### config.mk
export PLATFORM = sky130hd
export DESIGN_NAME = uart_byte_rx_flat
export DESIGN_NICKNAME = d
export VERILOG_FILES = /design/src/rtl/uart_pkg.sv /design/src/rtl/uart_byte_rx_if.sv /design/src/rtl/uart_byte_fifo.sv /design/src/rtl/uart_byte_rx.sv /design/src/flat_wrapper.sv
export SDC_FILE = /design/constraint.sdc
export NUM_CORES = 1
export LEC_CHECK = 0
export BUFFER_PORTS_ARGS = -buffer_cell sky130_fd_sc_hd__buf_2
export CELL_PAD_IN_SITES_DETAIL_PLACEMENT = 1
export CELL_PAD_IN_SITES_GLOBAL_PLACEMENT = 2
export CORE_ASPECT_RATIO = 0.9
export CORE_MARGIN = 8
export CORE_UTILIZATION = 25
export CTS_BUF_LIST = sky130_fd_sc_hd__clkbuf_16
export CTS_CLUSTER_DIAMETER = 30
export CTS_CLUSTER_SIZE = 12
export DETAILED_ROUTE_END_ITERATION = 10
export PLACE_DENSITY = 0.58
export SLEW_MARGIN = 30
export SYNTH_ARGS = -nofsm -noshare
export SYNTH_HDL_FRONTEND = slang
export SYNTH_SLANG_ARGS = --single-unit
### constraint.sdc
create_clock -name clk -period 2.1 [get_ports clk]
set_input_delay 0.105 -clock clk [delete_from_list [all_inputs] [get_ports clk]]
set_output_delay 0.105 -clock clk [all_outputs]
set_load 0.02 [all_outputs]
### src/rtl/uart_pkg.sv
// Shared constants for the UART receive path: frame width, default bit period
// and the receiver FSM state encodings.
package uart_pkg;

  localparam int DATA_BITS      = 8;
  localparam int DEFAULT_PERIOD = 1250;

  localparam logic [2:0] ST_IDLE  = 3'd0;
  localparam logic [2:0] ST_START = 3'd1;
  localparam logic [2:0] ST_DATA  = 3'd2;
  localparam logic [2:0] ST_STOP  = 3'd3;
  localparam logic [2:0] ST_BREAK = 3'd4;

endpackage

### src/rtl/uart_byte_rx_if.sv
// Byte stream from the UART receiver to its consumer (valid/ready, first-word
// fall-through data).
interface uart_byte_rx_if;
  import uart_pkg::*;

  logic [DATA_BITS-1:0] m_data;
  logic                 m_valid;
  logic                 m_ready;

  modport master (output m_data, output m_valid, input m_ready);
  modport slave  (input m_data, input m_valid, output m_ready);

endinterface

### src/rtl/uart_byte_fifo.sv
// Small first-word fall-through byte FIFO; a push while full is still taken
// when a pop frees the head slot in the same cycle.
module uart_byte_fifo #(
  parameter int DEPTH = 4,
  parameter int WIDTH = 8
) (
  input  logic             clk,
  input  logic             rst,
  input  logic             push,
  input  logic [WIDTH-1:0] push_data,
  input  logic             pop,
  output logic             full,
  output logic             empty,
  output logic [WIDTH-1:0] head
);

  localparam int AW = $clog2(DEPTH);

  logic [AW:0]      wr_q, wr_d, rd_q, rd_d;
  logic [WIDTH-1:0] mem_q [DEPTH];
  logic [WIDTH-1:0] mem_d [DEPTH];
  logic             do_push, do_pop;

  assign empty = (wr_q == rd_q);
  assign full  = (wr_q[AW] != rd_q[AW]) && (wr_q[AW-1:0] == rd_q[AW-1:0]);
  assign head  = mem_q[rd_q[AW-1:0]];

  // Storage is cleared on reset so the head reads 0x00 until the first push.
  always_comb begin
    do_pop  = pop && !empty;
    do_push = push && (!full || do_pop);
    wr_d    = wr_q;
    rd_d    = rd_q;
    mem_d   = mem_q;
    if (do_push) begin
      mem_d[wr_q[AW-1:0]] = push_data;
      wr_d                = wr_q + 1'b1;
    end
    if (do_pop) begin
      rd_d = rd_q + 1'b1;
    end
  end

  always_ff @(posedge clk) begin
    if (rst) begin
      wr_q  <= '0;
      rd_q  <= '0;
      mem_q <= '{default: '0};
    end else begin
      wr_q  <= wr_d;
      rd_q  <= rd_d;
      mem_q <= mem_d;
    end
  end

endmodule

### src/rtl/uart_byte_rx.sv
// 8N1 UART receiver: input synchronizer, mid-bit sampling FSM with glitch and
// framing checks, feeding a byte FIFO presented as a valid/ready stream.
module uart_byte_rx
  import uart_pkg::*;
#(
  parameter int PERIOD = DEFAULT_PERIOD,
  parameter int DEPTH  = 4
) (
  input  logic             clk,
  input  logic             rst,
  input  logic             rx,
  uart_byte_rx_if.master   m,
  output logic             frame_err,
  output logic             overrun,
  output logic             busy
);

  localparam int CW = $clog2(PERIOD + 1);
  localparam int IW = $clog2(DATA_BITS);

  logic                 rx_meta_q, rx_meta_d, rxs_q, rxs_d;
  logic [2:0]           state_q, state_d;
  logic [CW-1:0]        cnt_q, cnt_d;
  logic [IW-1:0]        idx_q, idx_d;
  logic [DATA_BITS-1:0] shift_q, shift_d;
  logic                 frame_err_q, frame_err_d;
  logic                 overrun_q, overrun_d;
  logic                 push, pop, full, empty, expired;

  assign rx_meta_d = rx;
  assign rxs_d     = rx_meta_q;
  assign expired   = (cnt_q == CW'(1));

  // The stop bit is sampled mid-bit and the FSM goes straight back to IDLE,
  // leaving half a bit of margin to catch the next start edge.
  always_comb begin
    state_d     = state_q;
    cnt_d       = cnt_q;
    idx_d       = idx_q;
    shift_d     = shift_q;
    push        = 1'b0;
    frame_err_d = 1'b0;
    case (state_q)
      ST_IDLE: begin
        if (!rxs_q) begin
          cnt_d   = CW'(PERIOD / 2);
          state_d = ST_START;
        end
      end
      ST_START: begin
        if (!expired) begin
          cnt_d = cnt_q - CW'(1);
        end else if (rxs_q) begin
          state_d = ST_IDLE;
        end else begin
          cnt_d   = CW'(PERIOD);
          idx_d   = '0;
          state_d = ST_DATA;
        end
      end
      ST_DATA: begin
        if (!expired) begin
          cnt_d = cnt_q - CW'(1);
        end else begin
          shift_d = {rxs_q, shift_q[DATA_BITS-1:1]};
          cnt_d   = CW'(PERIOD);
          if (idx_q == IW'(DATA_BITS - 1)) begin
            state_d = ST_STOP;
          end else begin
            idx_d = idx_q + IW'(1);
          end
        end
      end
      ST_STOP: begin
        if (!expired) begin
          cnt_d = cnt_q - CW'(1);
        end else if (rxs_q) begin
          push    = 1'b1;
          state_d = ST_IDLE;
        end else begin
          frame_err_d = 1'b1;
          state_d     = ST_BREAK;
        end
      end
      ST_BREAK: begin
        if (rxs_q) begin
          state_d = ST_IDLE;
        end
      end
      default: state_d = ST_IDLE;
    endcase
  end

  assign pop       = !empty && m.m_ready;
  assign overrun_d = push && full && !pop;

  always_ff @(posedge clk) begin
    if (rst) begin
      rx_meta_q   <= 1'b1;
      rxs_q       <= 1'b1;
      state_q     <= ST_IDLE;
      cnt_q       <= '0;
      idx_q       <= '0;
      shift_q     <= '0;
      frame_err_q <= 1'b0;
      overrun_q   <= 1'b0;
    end else begin
      rx_meta_q   <= rx_meta_d;
      rxs_q       <= rxs_d;
      state_q     <= state_d;
      cnt_q       <= cnt_d;
      idx_q       <= idx_d;
      shift_q     <= shift_d;
      frame_err_q <= frame_err_d;
      overrun_q   <= overrun_d;
    end
  end

  uart_byte_fifo #(
    .DEPTH (DEPTH),
    .WIDTH (DATA_BITS)
  ) u_fifo (
    .clk       (clk),
    .rst       (rst),
    .push      (push),
    .push_data (shift_q),
    .pop       (pop),
    .full      (full),
    .empty     (empty),
    .head      (m.m_data)
  );

  assign m.m_valid = !empty;
  assign frame_err = frame_err_q;
  assign overrun   = overrun_q;
  assign busy      = (state_q != ST_IDLE);

endmodule

### src/flat_wrapper.sv
// flat-port wrapper written by rule: the top's interface ports become plain ports
module uart_byte_rx_flat import uart_pkg::*;
#(
  parameter int PERIOD = DEFAULT_PERIOD,
  parameter int DEPTH  = 4
)
  (clk, rst, rx, frame_err, overrun, busy, m_m_data, m_m_valid, m_m_ready);
  uart_byte_rx_if m_i ();
  input  logic clk;
  input  logic rst;
  input  logic rx;
  output logic frame_err;
  output logic overrun;
  output logic busy;
  output wire logic [$bits(m_i.m_data)-1:0] m_m_data;
  output wire logic [$bits(m_i.m_valid)-1:0] m_m_valid;
  input wire logic [$bits(m_i.m_ready)-1:0] m_m_ready;
  assign m_m_data = m_i.m_data;
  assign m_m_valid = m_i.m_valid;
  assign m_i.m_ready = m_m_ready;
  uart_byte_rx #(.PERIOD(PERIOD), .DEPTH(DEPTH)) u_core (.clk(clk), .rst(rst), .rx(rx), .m(m_i), .frame_err(frame_err), .overrun(overrun), .busy(busy));
endmodule
==> reports/qor.csv, run 1 <==
metric,value,unit
Core Area,12100,µm²
mean routed wirelength per cell,15.8,µm
asr flop ratio synth,0,
CP max FO,5,
"commonest cells after routing, fill and taps aside","dfxtp_1, nor2_1, buf_4",
routed vias,2539,
Post-Route Setup TNS,0,ps
fin crit period,2060,ps
critical path startpoint category,flop,
Highest Signal Layer,met4,
number of global-route vias before repair,2698,
RSZ-0062 raised after global routing,true,
status,"finished, final reports clean",
DRT antenna net count,0,
total power,0.00305,W
row count,38,
IO Port Bufs,15,
Starting Density,0.257,
sequential fraction of the synthesis area,0.430,
Routed WL,8660,µm
CTS root buf,clkbuf_16,
critical path class,flop to flop,
top post-synthesis cells by area,"dfxtp_1, mux2i_1, nor2_1",
GRT overflow,0,
Clock Sinks,67,
max capacitance violation total,0,
"most common cell after layout, fill and taps aside",dfxtp_1,
f_max,0.485,GHz
Pins Over Slew Limit,0,
area growth from synthesis to layout,30.6,%
Critical Path End Type,flop,
Slew headroom,0.599,
total track usage,0.113,
Via density,4.64,
Syn Inst Count,329,
setup violators final,0,
most used flip-flop cell after synthesis,dfxtp_1,
P per Cell Area,748,nW/µm²
layout cells sized above 1,0.279,
# DRC,0,
Syn Std Cell Area,3120,µm²
number of buffers created by CTS,9,
level count of the clock H-tree,3,
post-synth top area cell,dfxtp_1,
worst skew pair latency,340,ps
clock buffer depth,2,
first-pass GRT wire length,14400,µm
metal2 WL,3790,µm
clk slew on worst S/H paths,50,ps
Worst EP required,2370,ps
CTS tree,yes,
HPWL Detailed,6040,µm
Die X,134,µm
VDD IR-drop max,0.337,mV
"Period Utilization, post-route",0.982,
fin nets,395,
DRT met1 WL,4500,µm
Final Skew,7.51,ps
Reg2Reg Setup Slack,40,ps
"FF+latch count, synth",67,
synth warn,0,
Leak,1.77,nW
Die ar.,16300,µm²
"Arr. time, crit path",2330,ps
fill cell count,1383,
Final Hold Viols,0,
Ports,16,
ant diodes,0,
1st-iter DRT viols,170,
syn_area_per_cell,9.48,µm²
die height,122,µm
"EDFF count, synth",0,
Met3 Wirelength,246,µm
antenna violations before repair,0,
Least-Margin Pin Slew,601,ps
syn nets,342,
Netlist cell types,46,
Final GP Congestion,0.739,
post-synth top area share,0.430,
1st-pass router iterations,4,
worst hold path type,input pin to flop,
largest net degree at the start of global routing,39,
[sequential cells by signal (all words and copies together), names as in the netlist]
signal               flops
u_core.cnt_q            11
u_core.u_fifo.rd_q       3
u_core.rxs_q             1
u_core.rx_meta_q         1
u_core.u_fifo.mem_q     32
u_core.state_q           3
u_core.overrun           1
u_core.frame_err         1
u_core.idx_q             3
u_core.u_fifo.wr_q       3
u_core.shift_q           8
[worst max-delay path: stages, from the launching register on]
cell and delay, ps:
dfxtp_1 310, or4_4 620, nor3_4 220, or3b_4 400
or3_4 340, a21oi_2 110
[synth_stat cells, drive strengths merged (2+ instances only)]
| library cell | count |
|---|---|
| or3 | 2 |
| and2 | 2 |
| nor3 | 10 |
| or4 | 2 |
| mux4 | 8 |
| xnor2 | 5 |
| nand3 | 19 |
| buf | 4 |
| nor4 | 5 |
| xor2 | 5 |
| a211oi | 4 |
| inv | 9 |
| clkbuf | 13 |
| dfxtp | 67 |
| ha | 9 |
| nand2 | 19 |
| or3b | 2 |
| or2 | 2 |
| nor2 | 49 |
| o21ai | 10 |
| a21oi | 25 |
| or4b | 2 |
| mux2i | 36 |
| nor3b | 2 |
| a311oi | 3 |
[layer usage]
| layer | vias up | GRT usage |
|---|---|---|
| li1 | 1282 | - |
| met1 | 1225 | 0.151 |
| met2 | 22 | 0.167 |
| met3 | 10 | 0.0346 |
| met4 | 0 | 0.0463 |
| met5 | - | 0 |
[per-stage QoR]
stage / hold WS, ps / instance area (µm²) / utilization / setup WS [ps] / cells
2_1_floorplan: 209 / 3120 / - / 13.2 / 329
3_3_place_gp: 299 / 3710 / 0.306 / -70.1 / 529
3_5_place_dp: 297 / 3710 / 0.306 / -139 / 529
4_1_cts: 55.5 / 4020 / 0.332 / -52.9 / 548
5_1_grt: 93.2 / 4070 / 0.336 / -43.9 / 547
6_report: 70.5 / 4070 / 0.336 / 37.9 / 547
[report_power, final]
group / leakage [nW] / switching (W) / internal [W]
Sequential: 0.542 / 0.0000160 / 0.00129
Combinational: 1.10 / 0.000197 / 0.000164
Clock: 0.129 / 0.000587 / 0.000793
Total: 1.77 / 0.000800 / 0.00225
[cells by family after synthesis]
logic type               Yosys count  share of synthesized area
AO/OA/AOI/OAI                     50                     0.0955
AND/OR/NAND/NOR                  122                      0.201
XOR/XNOR                          10                     0.0281
adder cells (fa/ha/maj)            9                     0.0361
flip-flops                        67                      0.430
buffers and inverters             26                     0.0329
multiplexers                      45                      0.177
[final timing paths]
| check | startpoint | to | depth (start not counted) |
|---|---|---|---|
| hold / removal | m_m_ready | u_core.u_fifo.rd_q[1] | 3 |
| hold reg to reg | u_core.rx_meta_q | u_core.rxs_q | 1 |
| setup reg to reg | u_core.cnt_q[6] | u_core.idx_q[0] | 5 |
| setup / recovery | u_core.cnt_q[6] | u_core.idx_q[0] | 5 |
[area by class of cell]
type | count | area, µm² | area share
Inverter | 9 | 33.8 | 0.00829
Timing Repair Buffer | 59 | 470 | 0.115
Multi-Input combinational cell | 236 | 1760 | 0.431
Clock inverter | 7 | 45.0 | 0.0111
Tap cell | 160 | 200 | 0.0491
Clock buffer | 9 | 225 | 0.0553
Sequential cell | 67 | 1340 | 0.330
[what timing repair did]
| action | in CTS | in global routing |
|---|---|---|
| buffers inserted | 2 | 0 |
| endpoints found under the setup margin | 5 | 42 |
| resized for setup | 5 | 14 |
| pin swaps | 1 | 4 |
| hold buffers | 1 | 0 |
| hold endpoints to repair | 1 | 0 |
(Power assumes the default switching activity.)
==> run 2: changes to the inputs <==
--- a/config.mk
+++ b/config.mk
@@ -10,3 +10,3 @@
 export CELL_PAD_IN_SITES_GLOBAL_PLACEMENT = 2
-export CORE_ASPECT_RATIO = 0.9
+export CORE_ASPECT_RATIO = 1.1
 export CORE_MARGIN = 8
==> constraint.sdc (replaced) <==
create_clock -name clk -period 2.1 [get_ports clk]
set_input_delay 0.315 -clock clk [delete_from_list [all_inputs] [get_ports clk]]
set_output_delay 0.315 -clock clk [all_outputs]
set_load 0.02 [all_outputs]
==> run 2 against run 1 <==
Effect of this change: sequential power barely moved; final cell count decreased by 0.55%; critical path type unchanged; wire length is 2.4% lower; first-iteration DRC count decreased by 48%; register-to-register slack lost 30 ps; global-route usage fell by 0.23 points; sequential share of layout area fell by 0.27 points.
==> reports/qor.csv, run 2 (synthesis results as in run 1) <==
metric,value,unit
status,"finished, final reports clean",
fin crit period,2100,ps
IO Port Bufs,15,
CTS tree,yes,
Leak,1.79,nW
Top Family by Delay on Critical Path,simple AND/OR/NAND/NOR gates,
Int Power,0.00237,W
Final Skew,5.61,ps
row count,43,
CP max FO,5,
Ports,16,
Least-Margin Pin Slew,562,ps
mean routed wirelength per cell,15.5,µm
Die X,123,µm
crit path max-delay cell type,or4_4,
routed vias,2607,
total power,0.00315,W
CP cell instances,or4_4 > nor3_4 > or3b_4 > or3_4 > a21oi_2,
largest net degree at the start of global routing,43,
total track usage,0.111,
sequential share of power,0.416,
GRT overflow,0,
Worst EP required,2370,ps
1st-iter DRT viols,89,
die height,133,µm
first-pass GRT wire length,14000,µm
1st-pass router iterations,4,
area post-placement,3690,µm²
clock buffer depth,2,
post-route cell area,4120,µm²
critical path startpoint category,flop,
sw power,0.000784,W
Final Hold Viols,0,
DRT antenna net count,0,
"Arr. time, crit path",2370,ps
RSZ-0062 raised after global routing,true,
P per Cell Area,766,nW/µm²
setup ws final,3.84,ps
max FFs per register,32,
Slew headroom,0.625,
Reg2Reg Setup Slack,4,ps
Clk pwr share,0.468,
number of global-route vias before repair,2718,
pre-CTS WS,-93.6,ps
"most common cell after layout, fill and taps aside",dfxtp_1,
max capacitance violation total,0,
worst hold path type,input pin to flop,
fin nets,396,
switching part of the total power,0.249,
area growth from synthesis to layout,31.9,%
Die ar.,16300,µm²
Starting Density,0.252,
level count of the clock H-tree,3,
ant diodes,0,
Final GP Congestion,0.770,
delay of the slowest critical-path stage,610,ps
Core Area,12400,µm²
critical path class,flop to flop,
CTS root buf,clkbuf_16,
Via density,4.79,
# DRC,0,
Critical Path End Type,flop,
fill cell count,1416,
HPWL Detailed,5910,µm
antenna violations before repair,0,
Logic pwr share,0.117,
"Period Utilization, post-route",0.998,
VDD IR-drop max,0.477,mV
setup violators final,0,
layout cells sized above 1,0.287,
Largest regs,"u_core.u_fifo.mem_q x32, u_core.cnt_q x11, u_core.shift_q x8",
Routed WL,8450,µm
number of buffers created by CTS,9,
Biggest register,u_core.u_fifo.mem_q,
Clock Sinks,67,
clk slew on worst S/H paths,50,ps
"commonest cells after routing, fill and taps aside","dfxtp_1, nor2_1, buf_4",
CP Buf/Inv Count,0,
Pins Over Slew Limit,0,
f_max,0.477,GHz
worst skew pair latency,340,ps
run 2: repair_timing:
| action | 4_1_cts | 5_1_grt |
|---|---|---|
| pin swaps | 1 | 4 |
| buffers inserted | 0 | 4 |
| hold buffers | 0 | 0 |
| resized for setup | 4 | 24 |
| endpoints found under the setup margin | 29 | 52 |
run 2: through the flow:
step	TNS [ps]	util	hold slack (ps)	cells
final	0	0.333	160	544
after global routing	-216	0.333	162	544
after global placement	-281	0.298	393	526
after detailed placement	-1100	0.298	397	526
after CTS	-189	0.322	143	541
after floorplan	0	-	389	329
run 2: layer usage:
layer / track usage / part of all wire
met5: 0 / 0
met2: 0.192 / 0.51
met4: 0.0529 / 0.023
met3: 0.0343 / 0.032
met1: 0.118 / 0.43
run 2: final timing paths:
path	start	endpoint	cells after the start
max	u_core.cnt_q[6]	u_core.idx_q[0]	5
max reg2reg	u_core.cnt_q[6]	u_core.idx_q[0]	5
min	rx	u_core.rx_meta_q	2
min reg2reg	u_core.rx_meta_q	u_core.rxs_q	1
run 2: power groups by stage:
stage | combinational, W | sequential (W) | clock, W
floorplan | 0.000183 | 0.00134 | 0
global placement | 0.000332 | 0.00133 | 0
detailed placement | 0.000330 | 0.00133 | 0
CTS | 0.000338 | 0.00131 | 0.00154
global route | 0.000402 | 0.00131 | 0.00158
finish | 0.000367 | 0.00131 | 0.00147
run 2: worst register-to-register path, delay by kind of cell (launching register included):
family / cells / cell delay (ps)
DFF: 1 / 320
AOI/OAI and AO/OA: 1 / 110
and+or+nand+nor: 4 / 1600
run 2: layout make-up:
class                           instances  area (µm²)  area share
Clock buffer                            9         225      0.0547
Clock inverter                          6        58.8      0.0143
Multi-Input combinational cell        236        1780       0.433
Timing Repair Buffer                   60         474       0.115
Tap cell                              157         196      0.0477
Sequential cell                        67        1350       0.327
Inverter                                9        33.8     0.00821
==> run 3: changes to the inputs <==
--- a/config.mk
+++ b/config.mk
@@ -11,3 +11,2 @@
 export CORE_ASPECT_RATIO = 1.1
-export CORE_MARGIN = 8
 export CORE_UTILIZATION = 25
@@ -18,3 +17,2 @@
 export PLACE_DENSITY = 0.58
-export SLEW_MARGIN = 30
 export SYNTH_ARGS = -nofsm -noshare
--- a/constraint.sdc
+++ b/constraint.sdc
@@ -3,2 +3,2 @@
 set_output_delay 0.315 -clock clk [all_outputs]
-set_load 0.02 [all_outputs]
+set_load 0.005 [all_outputs]
==> run 3 against run 2 <==
Effect of this change: first-iteration DRC count shrank 43%; clock-buffer cell count is the same; hold slack lost 5.1 ps; sequential share of layout area shrank 0.15 points; critical endpoint is now u_core.cnt_q[5]; maximum frequency shrank 0.14%; clock skew grew 2.8 ps; wire length grew 2.1%; register-to-register slack is essentially flat.
==> reports/qor.csv, run 3 (synthesis results as in run 1) <==
metric,value,unit
f_max,0.476,GHz
1st-iter DRT viols,51,
"Arr. time, crit path",2290,ps
Final Hold Viols,0,
area post-placement,3660,µm²
routed vias,2588,
DRT antenna net count,0,
CTS tree,yes,
number of buffers created by CTS,9,
"Period Utilization, post-route",1.00,
pre-CTS WS,-197,ps
setup ws final,0.856,ps
clock buffer depth,2,
post-route cell area,4140,µm²
die height,119,µm
Post-Route Setup TNS,0,ps
RSZ-0062 raised after global routing,true,
Starting Density,0.258,
P per Cell Area,802,nW/µm²
status,"finished, final reports clean",
Core Area,12100,µm²
Critical Path End Type,flop,
critical path startpoint category,flop,
"commonest cells after routing, fill and taps aside","dfxtp_1, nor2_1, mux2i_1, buf_4, a21oi_1",
GRT overflow,0,
max capacitance violation total,0,
setup violators final,0,
layout cells sized above 1,0.286,
hold_buf cts,0,
Final Skew,8.43,ps
Least-Margin Pin Slew,743,ps
level count of the clock H-tree,3,
Largest regs,"u_core.u_fifo.mem_q x32, u_core.cnt_q x11, u_core.shift_q x8",
area growth from synthesis to layout,32.8,%
Worst EP required,2290,ps
Routed WL,8630,µm
Biggest register,u_core.u_fifo.mem_q,
# DRC,0,
Slew headroom,0.505,
largest net degree at the start of global routing,37,
hold_ws,155,ps
VDD IR-drop max,0.340,mV
Leak,1.80,nW
mean routed wirelength per cell,15.9,µm
HPWL Detailed,5830,µm
total track usage,0.145,
Ports,16,
Pins Over Slew Limit,0,
CP max FO,7,
max FFs per register,32,
"most common cell after layout, fill and taps aside",dfxtp_1,
fin crit period,2100,ps
fin nets,396,
first-pass GRT wire length,14000,µm
CTS root buf,clkbuf_16,
number of global-route vias before repair,2772,
Clock Sinks,67,
critical path class,flop to flop,
1st-pass router iterations,4,
antenna violations before repair,0,
Final GP Congestion,0.755,
clk slew on worst S/H paths,60,ps
row count,42,
final core occ,0.343,
ant diodes,0,
worst skew pair latency,340,ps
Die X,109,µm
worst hold path type,input pin to flop,
Die ar.,12900,µm²
IO Port Bufs,15,
Via density,4.77,
-- run 3: layout make-up --
class / count / area (µm²)
tap: 154 / 193
timing repair buffer: 59 / 470
clock buffer: 9 / 225
sequential: 67 / 1350
inverter: 9 / 33.8
multi-input combinational: 237 / 1780
clock inverter: 7 / 92.6
fill: 1412 / 7950
-- run 3: final timing paths --
| kind | from | endpoint | slack (ps) | cells after the start |
|---|---|---|---|---|
| max | u_core.cnt_q[7] | u_core.cnt_q[5] | 0.9 | 7 |
| min | rx | u_core.rx_meta_q | 150 | 2 |
| max reg2reg | u_core.cnt_q[7] | u_core.cnt_q[5] | 0.9 | 7 |
| min reg2reg | u_core.rx_meta_q | u_core.rxs_q | 410 | 1 |
-- run 3: repair_timing --
| action | in CTS | in global routing |
|---|---|---|
| pin swaps | 1 | 14 |
| gates cloned | 0 | 1 |
| setup endpoints to repair | 35 | 53 |
| setup buffers | 0 | 5 |
| resized for setup | 1 | 30 |
| endpoints found under the hold margin | 0 | 0 |
-- run 3: critical path, cell delays in order (launching register included) --
cell and delay, ps:
dfxtp_2 320, or4_4 600, buf_6 160, o31ai_4 380, a21oi_1 120, buf_4 190
a21oi_2 130, a311oi_1 50
-- run 3: report_power, final --
group          leakage [nW]  total, W  switching [W]  internal [W]
registers             0.543   0.00131      0.0000195       0.00129
logic                  1.11  0.000375       0.000202      0.000173
clock network         0.147   0.00164       0.000601       0.00103
-- run 3: stage by stage --
step | std cells | power (W)
5_1_grt | 542 | 0.00345
2_1_floorplan | 329 | 0.00152
6_report | 542 | 0.00332
3_5_place_dp | 520 | 0.00166
3_3_place_gp | 520 | 0.00166
4_1_cts | 536 | 0.00332
-- run 3: layer usage --
layer / routed length [µm] / GRT usage
met3: 177 / 0.0285
met5: 0 / 0
met4: 165 / 0.0735
met1: 3910 / 0.169
met2: 4380 / 0.250
